===== src/rtl/alu_pkg.sv =====
// Shared types and constants for the ALU arbiter: funct3 codes, FSM states and
// the funct3 support check used to sanitise requests.
package alu_pkg;

  localparam int XLEN = 32;

  localparam logic [2:0] ADD_F3  = 3'b000;
  localparam logic [2:0] SLL_F3  = 3'b001;
  localparam logic [2:0] SLT_F3  = 3'b010;
  localparam logic [2:0] SLTU_F3 = 3'b011;
  localparam logic [2:0] XOR_F3  = 3'b100;
  localparam logic [2:0] SR_F3   = 3'b101;
  localparam logic [2:0] OR_F3   = 3'b110;
  localparam logic [2:0] AND_F3  = 3'b111;

  typedef enum logic [1:0] {
    IDLE = 2'd0,
    EXEC = 2'd1,
    RESP = 2'd2
  } arb_state_t;

  // The shared alu only implements add/or/and/sll/srl.
  function automatic logic f3_supported(input logic [2:0] f3);
    return (f3 == ADD_F3) || (f3 == OR_F3) || (f3 == AND_F3) ||
           (f3 == SLL_F3) || (f3 == SR_F3);
  endfunction

endpackage


===== src/rtl/alu_arbiter_if.sv =====
// Request/response channels plus the alu-facing bus of the arbiter.
// slave = arbiter side, master = requesters/consumer/alu side.
interface alu_arbiter_if #(
  parameter int XLEN  = 32,
  parameter int CNT_W = 16
) ();
  logic [1:0]       req_valid;
  logic [1:0]       req_ready;
  logic [XLEN-1:0]  req0_r1;
  logic [XLEN-1:0]  req0_r2;
  logic [2:0]       req0_funct3;
  logic [XLEN-1:0]  req1_r1;
  logic [XLEN-1:0]  req1_r2;
  logic [2:0]       req1_funct3;
  logic             rsp_valid;
  logic             rsp_ready;
  logic             rsp_id;
  logic [XLEN-1:0]  rsp_data;
  logic             rsp_zero;
  logic             rsp_err;
  logic [XLEN-1:0]  alu_r1;
  logic [XLEN-1:0]  alu_r2;
  logic [2:0]       alu_funct3;
  logic [XLEN-1:0]  alu_out;
  logic             alu_zero;
  logic             busy;
  logic [CNT_W-1:0] op_count;

  modport slave (
    input  req_valid, req0_r1, req0_r2, req0_funct3,
           req1_r1, req1_r2, req1_funct3, rsp_ready, alu_out, alu_zero,
    output req_ready, rsp_valid, rsp_id, rsp_data, rsp_zero, rsp_err,
           alu_r1, alu_r2, alu_funct3, busy, op_count
  );

  modport master (
    output req_valid, req0_r1, req0_r2, req0_funct3,
           req1_r1, req1_r2, req1_funct3, rsp_ready, alu_out, alu_zero,
    input  req_ready, rsp_valid, rsp_id, rsp_data, rsp_zero, rsp_err,
           alu_r1, alu_r2, alu_funct3, busy, op_count
  );
endinterface


===== src/rtl/rr_arb2.sv =====
// Two-way round-robin grant: a lone requester wins, a tie goes to the
// requester that was not granted last.
module rr_arb2 (
  input  logic [1:0] req,
  input  logic       last,
  output logic [1:0] gnt
);
  always_comb begin
    gnt = req;
    if (req == 2'b11) begin
      gnt = last ? 2'b01 : 2'b10;
    end
  end
endmodule


===== src/rtl/alu_arbiter.sv =====
// Shares one external combinational alu between the execute stage (req0) and
// the branch/address unit (req1); one operation in flight, tagged response.
module alu_arbiter #(
  parameter int XLEN  = alu_pkg::XLEN,
  parameter int CNT_W = 16
) (
  input  logic         clk,
  input  logic         rst_n,
  alu_arbiter_if.slave bus
);
  import alu_pkg::arb_state_t;
  import alu_pkg::IDLE;
  import alu_pkg::EXEC;
  import alu_pkg::RESP;
  import alu_pkg::ADD_F3;
  import alu_pkg::SLL_F3;
  import alu_pkg::SR_F3;
  import alu_pkg::f3_supported;

  localparam int SHAMT_W = $clog2(XLEN);

  arb_state_t       state_reg;
  arb_state_t       state_next;
  logic             last_grant_reg;
  logic [1:0]       gnt;
  logic             accept;
  logic             sel_id;
  logic [XLEN-1:0]  sel_r1;
  logic [XLEN-1:0]  sel_r2;
  logic [2:0]       sel_f3;
  logic [XLEN-1:0]  san_r1;
  logic [XLEN-1:0]  san_r2;
  logic [2:0]       san_f3;
  logic             san_err;
  logic [XLEN-1:0]  op_r1_reg;
  logic [XLEN-1:0]  op_r2_reg;
  logic [2:0]       op_f3_reg;
  logic             op_id_reg;
  logic             op_err_reg;
  logic [XLEN-1:0]  rsp_data_reg;
  logic             rsp_zero_reg;
  logic [CNT_W-1:0] op_count_reg;

  rr_arb2 u_rr_arb2 (
    .req  (bus.req_valid),
    .last (last_grant_reg),
    .gnt  (gnt)
  );

  // Ready is a function of valid and state only, never of the response side.
  assign bus.req_ready = (state_reg == IDLE) ? gnt : 2'b00;
  assign accept        = |(bus.req_valid & bus.req_ready);

  assign sel_id = gnt[1];
  assign sel_r1 = sel_id ? bus.req1_r1     : bus.req0_r1;
  assign sel_r2 = sel_id ? bus.req1_r2     : bus.req0_r2;
  assign sel_f3 = sel_id ? bus.req1_funct3 : bus.req0_funct3;

  // Unsupported codes become add 0+0 so the alu yields a clean zero result.
  always_comb begin
    san_err = !f3_supported(sel_f3);
    san_f3  = sel_f3;
    san_r1  = sel_r1;
    san_r2  = sel_r2;
    if (san_err) begin
      san_f3 = ADD_F3;
      san_r1 = '0;
      san_r2 = '0;
    end else if ((sel_f3 == SLL_F3) || (sel_f3 == SR_F3)) begin
      san_r2 = {{(XLEN-SHAMT_W){1'b0}}, sel_r2[SHAMT_W-1:0]};
    end
  end

  always_comb begin
    state_next = state_reg;
    unique case (state_reg)
      IDLE:    if (accept) state_next = EXEC;
      EXEC:    state_next = RESP;
      RESP:    if (bus.rsp_ready) state_next = IDLE;
      default: state_next = IDLE;
    endcase
  end

  always_ff @(posedge clk) begin
    if (!rst_n) begin
      state_reg <= IDLE;
    end else begin
      state_reg <= state_next;
    end
  end

  always_ff @(posedge clk) begin
    if (!rst_n) begin
      last_grant_reg <= 1'b1;
      op_r1_reg      <= '0;
      op_r2_reg      <= '0;
      op_f3_reg      <= '0;
      op_id_reg      <= 1'b0;
      op_err_reg     <= 1'b0;
      rsp_data_reg   <= '0;
      rsp_zero_reg   <= 1'b0;
    end else begin
      if (accept) begin
        last_grant_reg <= sel_id;
        op_r1_reg      <= san_r1;
        op_r2_reg      <= san_r2;
        op_f3_reg      <= san_f3;
        op_id_reg      <= sel_id;
        op_err_reg     <= san_err;
      end
      if (state_reg == EXEC) begin
        rsp_data_reg <= op_err_reg ? '0 : bus.alu_out;
        rsp_zero_reg <= op_err_reg | bus.alu_zero;
      end
    end
  end

  always_ff @(posedge clk) begin
    if (!rst_n) begin
      op_count_reg <= '0;
    end else if ((state_reg == RESP) && bus.rsp_ready) begin
      op_count_reg <= op_count_reg + CNT_W'(1);
    end
  end

  assign bus.alu_r1     = op_r1_reg;
  assign bus.alu_r2     = op_r2_reg;
  assign bus.alu_funct3 = op_f3_reg;
  assign bus.rsp_valid  = (state_reg == RESP);
  assign bus.rsp_id     = op_id_reg;
  assign bus.rsp_data   = rsp_data_reg;
  assign bus.rsp_zero   = rsp_zero_reg;
  assign bus.rsp_err    = op_err_reg;
  assign bus.busy       = (state_reg != IDLE);
  assign bus.op_count   = op_count_reg;

endmodule

===== src/flat_wrapper.sv =====
// flat-port wrapper written by rule: the top's interface ports become plain ports
module alu_arbiter_flat import alu_pkg::arb_state_t; import alu_pkg::IDLE; import alu_pkg::EXEC; import alu_pkg::RESP; import alu_pkg::ADD_F3; import alu_pkg::SLL_F3; import alu_pkg::SR_F3; import alu_pkg::f3_supported;
#(
  parameter int XLEN  = alu_pkg::XLEN,
  parameter int CNT_W = 16
)
  (clk, rst_n, bus_req_valid, bus_req0_r1, bus_req0_r2, bus_req0_funct3, bus_req1_r1, bus_req1_r2, bus_req1_funct3, bus_rsp_ready, bus_alu_out, bus_alu_zero, bus_req_ready, bus_rsp_valid, bus_rsp_id, bus_rsp_data, bus_rsp_zero, bus_rsp_err, bus_alu_r1, bus_alu_r2, bus_alu_funct3, bus_busy, bus_op_count);
  alu_arbiter_if #(.XLEN(XLEN), .CNT_W(CNT_W)) bus_i ();
  input  logic clk;
  input  logic rst_n;
  input wire logic [$bits(bus_i.req_valid)-1:0] bus_req_valid;
  input wire logic [$bits(bus_i.req0_r1)-1:0] bus_req0_r1;
  input wire logic [$bits(bus_i.req0_r2)-1:0] bus_req0_r2;
  input wire logic [$bits(bus_i.req0_funct3)-1:0] bus_req0_funct3;
  input wire logic [$bits(bus_i.req1_r1)-1:0] bus_req1_r1;
  input wire logic [$bits(bus_i.req1_r2)-1:0] bus_req1_r2;
  input wire logic [$bits(bus_i.req1_funct3)-1:0] bus_req1_funct3;
  input wire logic [$bits(bus_i.rsp_ready)-1:0] bus_rsp_ready;
  input wire logic [$bits(bus_i.alu_out)-1:0] bus_alu_out;
  input wire logic [$bits(bus_i.alu_zero)-1:0] bus_alu_zero;
  output wire logic [$bits(bus_i.req_ready)-1:0] bus_req_ready;
  output wire logic [$bits(bus_i.rsp_valid)-1:0] bus_rsp_valid;
  output wire logic [$bits(bus_i.rsp_id)-1:0] bus_rsp_id;
  output wire logic [$bits(bus_i.rsp_data)-1:0] bus_rsp_data;
  output wire logic [$bits(bus_i.rsp_zero)-1:0] bus_rsp_zero;
  output wire logic [$bits(bus_i.rsp_err)-1:0] bus_rsp_err;
  output wire logic [$bits(bus_i.alu_r1)-1:0] bus_alu_r1;
  output wire logic [$bits(bus_i.alu_r2)-1:0] bus_alu_r2;
  output wire logic [$bits(bus_i.alu_funct3)-1:0] bus_alu_funct3;
  output wire logic [$bits(bus_i.busy)-1:0] bus_busy;
  output wire logic [$bits(bus_i.op_count)-1:0] bus_op_count;
  assign bus_i.req_valid = bus_req_valid;
  assign bus_i.req0_r1 = bus_req0_r1;
  assign bus_i.req0_r2 = bus_req0_r2;
  assign bus_i.req0_funct3 = bus_req0_funct3;
  assign bus_i.req1_r1 = bus_req1_r1;
  assign bus_i.req1_r2 = bus_req1_r2;
  assign bus_i.req1_funct3 = bus_req1_funct3;
  assign bus_i.rsp_ready = bus_rsp_ready;
  assign bus_i.alu_out = bus_alu_out;
  assign bus_i.alu_zero = bus_alu_zero;
  assign bus_req_ready = bus_i.req_ready;
  assign bus_rsp_valid = bus_i.rsp_valid;
  assign bus_rsp_id = bus_i.rsp_id;
  assign bus_rsp_data = bus_i.rsp_data;
  assign bus_rsp_zero = bus_i.rsp_zero;
  assign bus_rsp_err = bus_i.rsp_err;
  assign bus_alu_r1 = bus_i.alu_r1;
  assign bus_alu_r2 = bus_i.alu_r2;
  assign bus_alu_funct3 = bus_i.alu_funct3;
  assign bus_busy = bus_i.busy;
  assign bus_op_count = bus_i.op_count;
  alu_arbiter #(.XLEN(XLEN), .CNT_W(CNT_W)) u_core (.clk(clk), .rst_n(rst_n), .bus(bus_i));
endmodule

===== config.mk =====
export PLATFORM = sky130hd
export DESIGN_NAME = alu_arbiter_flat
export DESIGN_NICKNAME = d
export VERILOG_FILES = /design/src/rtl/alu_pkg.sv /design/src/rtl/alu_arbiter_if.sv /design/src/rtl/rr_arb2.sv /design/src/rtl/alu_arbiter.sv /design/src/flat_wrapper.sv
export SDC_FILE = /design/constraint.sdc
export NUM_CORES = 1
export LEC_CHECK = 0
export ABC_AREA = 1
export CORE_AREA = 4 4 126 128
export CTS_CLUSTER_DIAMETER = 60
export DETAILED_ROUTE_END_ITERATION = 12
export DIE_AREA = 0 0 130 132
export GPL_ROUTABILITY_DRIVEN = 0
export GPL_TIMING_DRIVEN = 0
export MAX_ROUTING_LAYER = met4
export PLACE_DENSITY = 0.79
export SYNTH_ARGS = -nofsm -noshare
export SYNTH_HDL_FRONTEND = slang
export SYNTH_SLANG_ARGS = --single-unit
export TNS_END_PERCENT = 100

===== constraint.sdc =====
create_clock -name clk -period 2.15 [get_ports clk]
set_input_delay 0.645 -clock clk [delete_from_list [all_inputs] [get_ports clk]]
set_output_delay 0.645 -clock clk [all_outputs]
set_load 0.02 [all_outputs]

* After elaboration in Yosys (flattened, before gate mapping)
Index checks and enable logic that the tools add are counted.
Cells by class: $add $sub $neg 1, equality and inequality tests 9, mux-type cells 14, bitwise operators 2, reductions and logical operators 12
Operators with widths (number):
- $mux 32 | 6
- $add 16x1->16 const B | 1
- $mux 2 | 5
- $eq 3x3->1 const B | 3
- $mux 3 | 2
- $pmux 2 s3 | 1
- $logic_or 1x1->1 | 5
- $eq 2x2->1 const B | 2
- $eq 3x1->1 const B | 1
- $logic_not 3->1 | 1
- $and 2x2->2 | 1
- $eq 2x1->1 const B | 1
- $logic_not 2->1 | 1
- $ne 2x1->1 const B | 1
- $ne 2x2->1 const B | 1
- $reduce_and 2->1 | 1
- $reduce_bool 2->1 | 1
- $reduce_or 2->1 | 1
- $logic_and 1x1->1 | 1
- $logic_not 1->1 | 1
- $or 1x1->1 | 1
Storage, ports and cells: flip-flop bits (word level) 121, output and inout bits 122, logic and storage cells 48

* Longest topological paths before layout
Gate-level depths: netlist of the first run.
depth after elaboration 9, mapped depth 10, depth with buffers taken out 10

* Hierarchy
Synthesis of the first run repeated with hierarchy kept, for this count alone.
Second synthesis, totals: cells, all modules 852, area total of the unflattened synthesis 5635.4 um^2
Modules (own cells, without submodules):
- alu_arbiter | instances 1, cells an instance 847, area an instance 5614.1 um^2, sequential area each 2422.3 um^2
- rr_arb2 | instances 1, cells an instance 5, area an instance 21.3 um^2, sequential area each 0.0 um^2

* Worst setup path before layout of the first run
OpenSTA, ideal clock, no wires.
kind input to register, from input bus_req_valid[0], to register u_core.op_r1_reg[6], in the netlist u_core.bus.alu_r1[6], arrival time 1650 ps, required time 2015 ps, setup slack 365 ps, stages on the path 7, path buffers 2, cells stage by stage nand2_2 -> nand2_4 -> buf_6 -> buf_2 -> mux2_2 -> nand3_1 -> a21oi_2
On the way: longest elaborated chain between the ends 9, elaborated cells between the ends (all ways) 17, classes of those cells 5 x eq/ne; 5 x mux; 1 x bitwise; 6 x reduce/logical
Ends and longest elaborated chain:
- from (decl) | line flat_wrapper.sv:11 | input wire logic [$bits(bus_i.req_valid)-1:0] bus_req_valid;
- $eq 2x2->1 | line rr_arb2.sv:10 | if (req == 2'b11) begin
- $mux 2 | line rr_arb2.sv:10
- $mux 3 | line alu_arbiter.sv:57 | assign sel_f3 = sel_id ? bus.req1_funct3 : bus.req0_funct3;
- $eq 3x3->1 or $logic_not 3->1 (tied branches) | line alu_pkg.sv:24 | return (f3 == ADD_F3) || (f3 == OR_F3) || (f3 == AND_F3) ||
- $logic_or 1x1->1 (3 in a row) | line alu_pkg.sv:24
- $logic_or 1x1->1 | line alu_pkg.sv:25 | (f3 == SLL_F3) || (f3 == SR_F3);
- $mux 32 | line alu_arbiter.sv:65 | if (san_err) begin
- to (signal assigned) | line alu_arbiter.sv:105 | op_r1_reg <= san_r1;
- to (decl) | line alu_arbiter.sv:35 | logic [XLEN-1:0] op_r1_reg;
Several ways; a longest one is shown, not always the timed one. A chain may end at the register's enable or synchronous reset.

* Worst setup path in the final report of the first run
from register u_core.op_count_reg[12], in the netlist u_core.bus.op_count[12], to output bus_op_count[12]
RTL lines:
- from (decl) | line alu_arbiter.sv:42 | logic [CNT_W-1:0] op_count_reg;
- from (signal assigned) | line alu_arbiter.sv:122 | op_count_reg <= op_count_reg + CNT_W'(1);
- to (decl) | line flat_wrapper.sv:31 | output wire logic [$bits(bus_i.op_count)-1:0] bus_op_count;
No word-level cell between the ends.

==> results of run 1 <==
==> area by class of cell <==
| class | instances | share of cell area |
|---|---|---|
| multi-input combinational | 531 | 0.302 |
| buffer | 56 | 0.0376 |
| timing repair buffer | 298 | 0.311 |
| sequential | 121 | 0.252 |
| tap | 188 | 0.0245 |
| clock inverter | 10 | 0.0147 |
| inverter | 23 | 0.00899 |
| clock buffer | 22 | 0.0494 |
==> synthesized netlist by cell type, drive strengths merged <==
cell	instances
nor2	21
nand4	28
a21oi	114
ha	1
a21boi	1
nand2	196
xnor2	3
nor3	5
mux2	37
o21bai	1
a31oi	1
inv	22
clkbuf	26
buf	31
o21ai	9
nand3	112
nor3b	1
clkinv	1
dfxtp	121
xor2	1
==> kinds of logic after synthesis <==
logic type	after synthesis
and+or+nand+nor	363
AOI/OAI and AO/OA	126
DFF	121
buffers and inverters	80
muxes	37
xor gates and xnor gates	4
adders and majority gates	1
==> placed cells by master, fill, tap and decap left out, types with 3 or more instances in the layout <==
cell / instances
inv_2: 5
nand3_1: 94
buf_6: 11
buf_2: 11
nand2_1: 185
clkbuf_2: 3
mux2_2: 37
dlygate4sd2_1: 4
clkdlybuf4s50_1: 280
dlymetal6s2s_1: 6
nand2_4: 5
a21oi_2: 8
nand3_2: 18
nor3_1: 4
buf_4: 14
bufinv_16: 3
clkbuf_16: 17
inv_1: 17
nand2_2: 6
clkbuf_8: 3
a21oi_1: 106
nand4_1: 28
nor2_1: 19
clkbuf_1: 24
dfxtp_1: 121
o21ai_0: 8
==> worst paths after layout <==
path / endpoint / cells past startpoint
worst max register to register: u_core.bus.alu_r1[27]$_SDFFE_PN0P_ / 10
worst min-delay path: u_core.bus.alu_r1[17]$_SDFFE_PN0P_ / 2
worst min register to register: u_core.bus.alu_r1[17]$_SDFFE_PN0P_ / 2
worst max-delay path: bus_op_count[12] / 1
==> worst register-to-register path, delay by kind of cell (launching register included) <==
family,cells,cell delay [ns]
and+or+nand+nor,6,0.73
buffers and inverters,3,0.52
DFF,1,0.33
AOI/OAI and AO/OA,1,0.15
==> through the flow <==
step / setup slack, ns / std cells / utilization / hold WS [ns] / instance area [µm²]
2_1_floorplan: 0.365 / 732 / - / 0.484 / 5760
3_3_place_gp: -0.734 / 1213 / 0.601 / 0.449 / 8930
3_5_place_dp: -0.755 / 1213 / 0.601 / 0.455 / 8930
4_1_cts: 0.00237 / 1250 / 0.645 / 0.463 / 9580
5_1_grt: 0.000113 / 1249 / 0.646 / 0.476 / 9610
6_report: 0.0569 / 1249 / 0.646 / 0.462 / 9610
==> power breakdown <==
group,internal (mW),total (mW),switching (mW)
Combinational,0.950,1.97,1.02
Sequential,2.41,2.50,0.0876
Clock,1.92,2.95,1.04
Total,5.28,7.42,2.14
==> metal layers <==
layer	up-vias	routed length [µm]	part of all wire	global-route usage
met5	-	0	0	-
met4	0	435	0.022	0.0849
met3	30	1510	0.076	0.0563
met2	249	9700	0.49	0.372
met1	2929	8060	0.41	0.270
li1	3129	-	-	-
==> repair_timing <==
item                       CTS  global route
resized for setup           19            14
buffers inserted             5             0
setup endpoints to repair    5            37
pin swaps                    3             0
==> results.py, run 1 <==
metrics = {
    "worst_setup_path": {
        "required_ns": 1.50,
        "start_kind": "flop",
        "max_stage_delay_ns": 0.64,
        "critPathSlowestCell": "clkdlybuf4s50_1",
        "cp.arrival_ns": 1.45,
        "startpoint": "u_core.bus.op_count[12]$_SDFFE_PN0P_",
        "critPathKind": "flop to output pin",
        "crit_buf_inv": 1,
        "crit_fanout": 4,
        "crit_chain": "clkdlybuf4s50_1",
        "end_kind": "output pin",
        "reg2reg_from": "u_core.last_grant_reg$_SDFFE_PN1P_",
        "regToRegSetupSlack_ns": 0.34,
        "path_delay_family": "buffers and inverters",
    },
    "timing": {
        "fmax_mhz": 478,
        "period_needed_ns": 2.09,
        "relSlewSlack": 0.633,
        "slew_viol_final": 0,
        "setup_viol": 0,
        "fin_crit_sh": 0.974,
        "hold_viol_final": 0,
        "rsz0062_at_grt": "no",
        "worst_pin_slew_ns": 0.550,
        "fin_skew_ns": 0.00926,
        "setup_tns_ns": 0,
    },
    "cells_and_area": {
        "multiInputGateArea_um2": 2900,
        "layout.nets": 1221,
        "diodes": 0,
        "fillCellCount": 1307,
        "syn_to_final_growth_pct": 66.7,
        "drive_above_1_share": 0.148,
        "seqCellArea_um2": 2420,
    },
    "min_path": {
        "hp-start": "u_core.bus.alu_r1[17]$_SDFFE_PN0P_",
        "hold_class": "flop to flop",
    },
    "power": {
        "power_density_nw_per_um2": 773,
        "ir_drop_mv": 0.496,
        "leakage_nw": 3.72,
        "finalPower_mw": 7.42,
    },
    "drt": {
        "wl_per_cell_um": 15.8,
        "antenna_left": 0,
        "num_vias": 6337,
        "vias_per_cell": 5.07,
        "drc": 0,
        "wirelength_mm": 19.7,
        "dr.pass1.iters": 5,
        "drt_iter0_markers": 261,
    },
    "clock_network": {
        "clock-sinks": 121,
        "cts_root_buf": "clkbuf_16",
        "cts.path.max_buffers": 2,
        "clk-insertion-delay-late_ns": 0.41,
        "cts_buffers": 17,
        "htree_num_levels": 4,
        "clk_pin_slew_ns": 0.06,
        "cts_tree": "done",
        "ctsHoldBuffers": 0,
    },
    "global_routing": {
        "grt_pass1_wl_mm": 30.2,
        "grt_pass1_vias": 5985,
        "grt_max_degree": 17,
        "antenna_found_initial": 0,
        "grt_usage": 0.228,
        "gr-total-overflow": 0,
    },
    "yosys": {
        "synth-simple-area-share": 0.301,
        "syn_nets": 905,
        "yosysUniqueCellTypes": 33,
        "ys_warn_count": 0,
        "synth_xor_area_frac": 0.0106,
        "ys_seq_elements": 121,
        "yosysTopAreaCell": "dfxtp_1",
        "syn_inst": 732,
        "yosysSeqAreaShare": 0.420,
        "synth_compound_area_frac": 0.116,
        "muxShareOfSynthArea": 0.0723,
        "synthesis.area_um2": 5760,
        "synthAdderAreaFrac": 0.00217,
        "synth_top_family_by_area": "simple AND/OR/NAND/NOR gates",
        "synth_top_area_share": 0.420,
        "synth_area_leaders": "dfxtp_1 42%, nand2_1 12%, a21oi_1 9.2%, nand3_1 8.2%, mux2_2 7.2%",
        "avgSynthCellArea_um2": 7.87,
    },
    "place": {
        "port_buffers": 293,
        "place_hpwl_mm": 15.1,
    },
    "die": {
        "die_y_um": 132,
        "die_width_um": 130,
        "boundaryPins": 294,
        "rows": 45,
        "core_region_area_um2": 14900,
        "initial_core_util": 0.388,
        "die-area_um2": 17200,
    },
    "run": {
        "maxCapViolations": 0,
    },
    "status": {
        "status": "finished clean",
    },
}
(Power assumes the default switching activity.)
==> inputs of run 2 (changes only) <==
SKIP_CTS_REPAIR_TIMING = 1   (was not set)
==> run 2 against run 1 <==
  * Clock skew is 0.0017 ns higher
  * Die area stayed put
  * First-iteration DRC count is 4.2% higher
  * Largest power group unchanged
==> results.py, run 2 (same netlist as run 1, synthesis figures left out) <==
metrics = {
    "status": {
        "status": "finished clean",
    },
    "drt": {
        "antenna_left": 0,
        "dr_wl_met3_mm": 1.33,
        "top_layer": "met4",
        "met1_length_mm": 8.22,
        "wl_per_cell_um": 15.8,
        "wirelength_mm": 19.7,
        "num_vias": 6294,
        "vias_per_cell": 5.04,
        "dr.pass1.iters": 5,
        "drt_iter0_markers": 272,
        "drc": 0,
        "wl_met2_mm": 9.76,
    },
    "clock_network": {
        "cts_tree": "done",
        "clock-sinks": 121,
        "clk_pin_slew_ns": 0.06,
        "cts_buffers": 17,
        "htree_num_levels": 4,
        "cts_root_buf": "clkbuf_16",
        "cts.path.max_buffers": 2,
        "clk-insertion-delay-late_ns": 0.41,
    },
    "worst_setup_path": {
        "critPathKind": "flop to output pin",
        "crit_fanout": 5,
        "max_stage_delay_ns": 0.63,
        "crit_buf_inv": 1,
        "crit_chain": "clkdlybuf4s50_1",
        "path_delay_family": "buffers and inverters",
        "cp.arrival_ns": 1.45,
        "end_kind": "output pin",
        "required_ns": 1.50,
        "critPathSlowestCell": "clkdlybuf4s50_1",
        "start_kind": "flop",
    },
    "power": {
        "power_density_nw_per_um2": 771,
        "combPwrFrac": 0.266,
        "p_switching_mw": 2.14,
        "ir_drop_mv": 0.498,
        "seqPwrFrac": 0.337,
        "power_frac_clock": 0.397,
        "p_sw_frac": 0.288,
        "internal-power_mw": 5.28,
        "leakage_nw": 3.76,
    },
    "cells_and_area": {
        "final_cells": 1250,
        "fillCellCount": 1301,
        "layout_common_cells": "280 x clkdlybuf4s50_1, 185 x nand2_1, 121 x dfxtp_1",
        "seqCellArea_um2": 2420,
        "syn_to_final_growth_pct": 66.8,
        "multiInputGateArea_um2": 2900,
        "layout.nets": 1222,
        "layout_commonest_cell": "clkdlybuf4s50_1",
        "diodes": 0,
        "drive_above_1_share": 0.149,
    },
    "timing": {
        "fin_skew_ns": 0.0109,
        "fmax_mhz": 477,
        "setup_viol": 0,
        "worst_pin_slew_ns": 0.559,
        "period_needed_ns": 2.10,
        "fin_crit_sh": 0.976,
        "hold_viol_final": 0,
        "relSlewSlack": 0.627,
        "setup_tns_ns": 0,
        "rsz0062_at_grt": "no",
        "slew_viol_final": 0,
    },
    "die": {
        "initial_core_util": 0.388,
        "core_region_area_um2": 14900,
        "die_width_um": 130,
        "boundaryPins": 294,
        "die-area_um2": 17200,
        "rows": 45,
        "die_y_um": 132,
    },
    "min_path": {
        "hold_class": "flop to flop",
    },
    "place": {
        "place_inst": 1213,
        "place_hpwl_mm": 15.1,
        "port_buffers": 293,
    },
    "global_routing": {
        "grt_pass1_vias": 5951,
        "antenna_found_initial": 0,
        "grt_pass1_wl_mm": 30.1,
        "grt_usage": 0.227,
        "gr-total-overflow": 0,
        "grt_max_degree": 17,
    },
    "run": {
        "maxCapViolations": 0,
    },
}
==> run 2: cell count changes in the layout (fill, tap and decap cells not counted), sizes merged <==
| cell | previous run | this run |
|---|---|---|
| dlymetal6s2s | 6 | 10 |
| dlygate4sd2 | 4 | 0 |
| clkdlybuf4s15 | 1 | 0 |
| buf | 38 | 39 |
| clkbuf | 47 | 48 |
==> run 2: path summary, 6_finish.rpt <==
path / start / slack [ns] / to / depth (start not counted)
max reg2reg: u_core.last_grant_reg$_SDFFE_PN1P_ / 0.34 / u_core.bus.alu_r1[7]$_SDFFE_PN0P_ / 8
min reg2reg: u_core.bus.alu_r1[17]$_SDFFE_PN0P_ / 0.46 / u_core.bus.alu_r1[17]$_SDFFE_PN0P_ / 2
min: u_core.bus.alu_r1[17]$_SDFFE_PN0P_ / 0.46 / u_core.bus.alu_r1[17]$_SDFFE_PN0P_ / 2
max: u_core.bus.op_count[11]$_SDFFE_PN0P_ / 0.05 / bus_op_count[11] / 1
==> run 2: worst reg2reg max path, cell delays in order (launching register included) <==
cell and delay, ns:
dfxtp_1 0.37, nand2_2 0.13, nand2_4 0.12, buf_4 0.12
buf_6 0.15, buf_2 0.27, mux2_2 0.39, nand3_2 0.08
a21oi_2 0.05
==> run 2: cell type report <==
cell class              instances  share of cell area
repair buffers                299               0.311
multi-input cells             531               0.302
clock inverters                10              0.0147
plain buffers                  56              0.0376
inverters                      23             0.00898
clock buffers                  22              0.0493
flip-flops and latches        121               0.252
well taps                     188              0.0245
==> run 2: metrics by stage <==
stage | hold WS (ns) | utilization | area (µm²) | power (mW) | setup slack, ns
floorplan | 0.484 | - | 5760 | 3.61 | 0.365
global placement | 0.449 | 0.601 | 8930 | 4.49 | -0.734
detailed placement | 0.455 | 0.601 | 8930 | 4.51 | -0.755
CTS | 0.463 | 0.642 | 9550 | 7.46 | -0.754
global route | 0.476 | 0.647 | 9620 | 7.73 | 0.0107
finish | 0.463 | 0.647 | 9620 | 7.42 | 0.0518
==> run 2: per-layer routing <==
layer | up-vias | track usage
met5 | - | -
met4 | 0 | 0.0849
met3 | 33 | 0.0563
met2 | 220 | 0.370
met1 | 2916 | 0.269
li1 | 3125 | -
==> run 2: power groups by stage <==
stage | Clock [mW] | Sequential (mW) | Combinational, mW
6_report | 2.94 | 2.50 | 1.98
5_1_grt | 3.09 | 2.51 | 2.12
4_1_cts | 2.99 | 2.50 | 1.98
3_5_place_dp | 0 | 2.54 | 1.97
3_3_place_gp | 0 | 2.54 | 1.96
2_1_floorplan | 0 | 2.73 | 0.875
==> inputs of run 3 (changes only) <==
CAP_MARGIN = 20   (was not set)
CTS_CLUSTER_SIZE = 14   (was not set)
==> results of run 3 <==
Same layout as run 2: the final DEF is identical, and so are final timing and power.
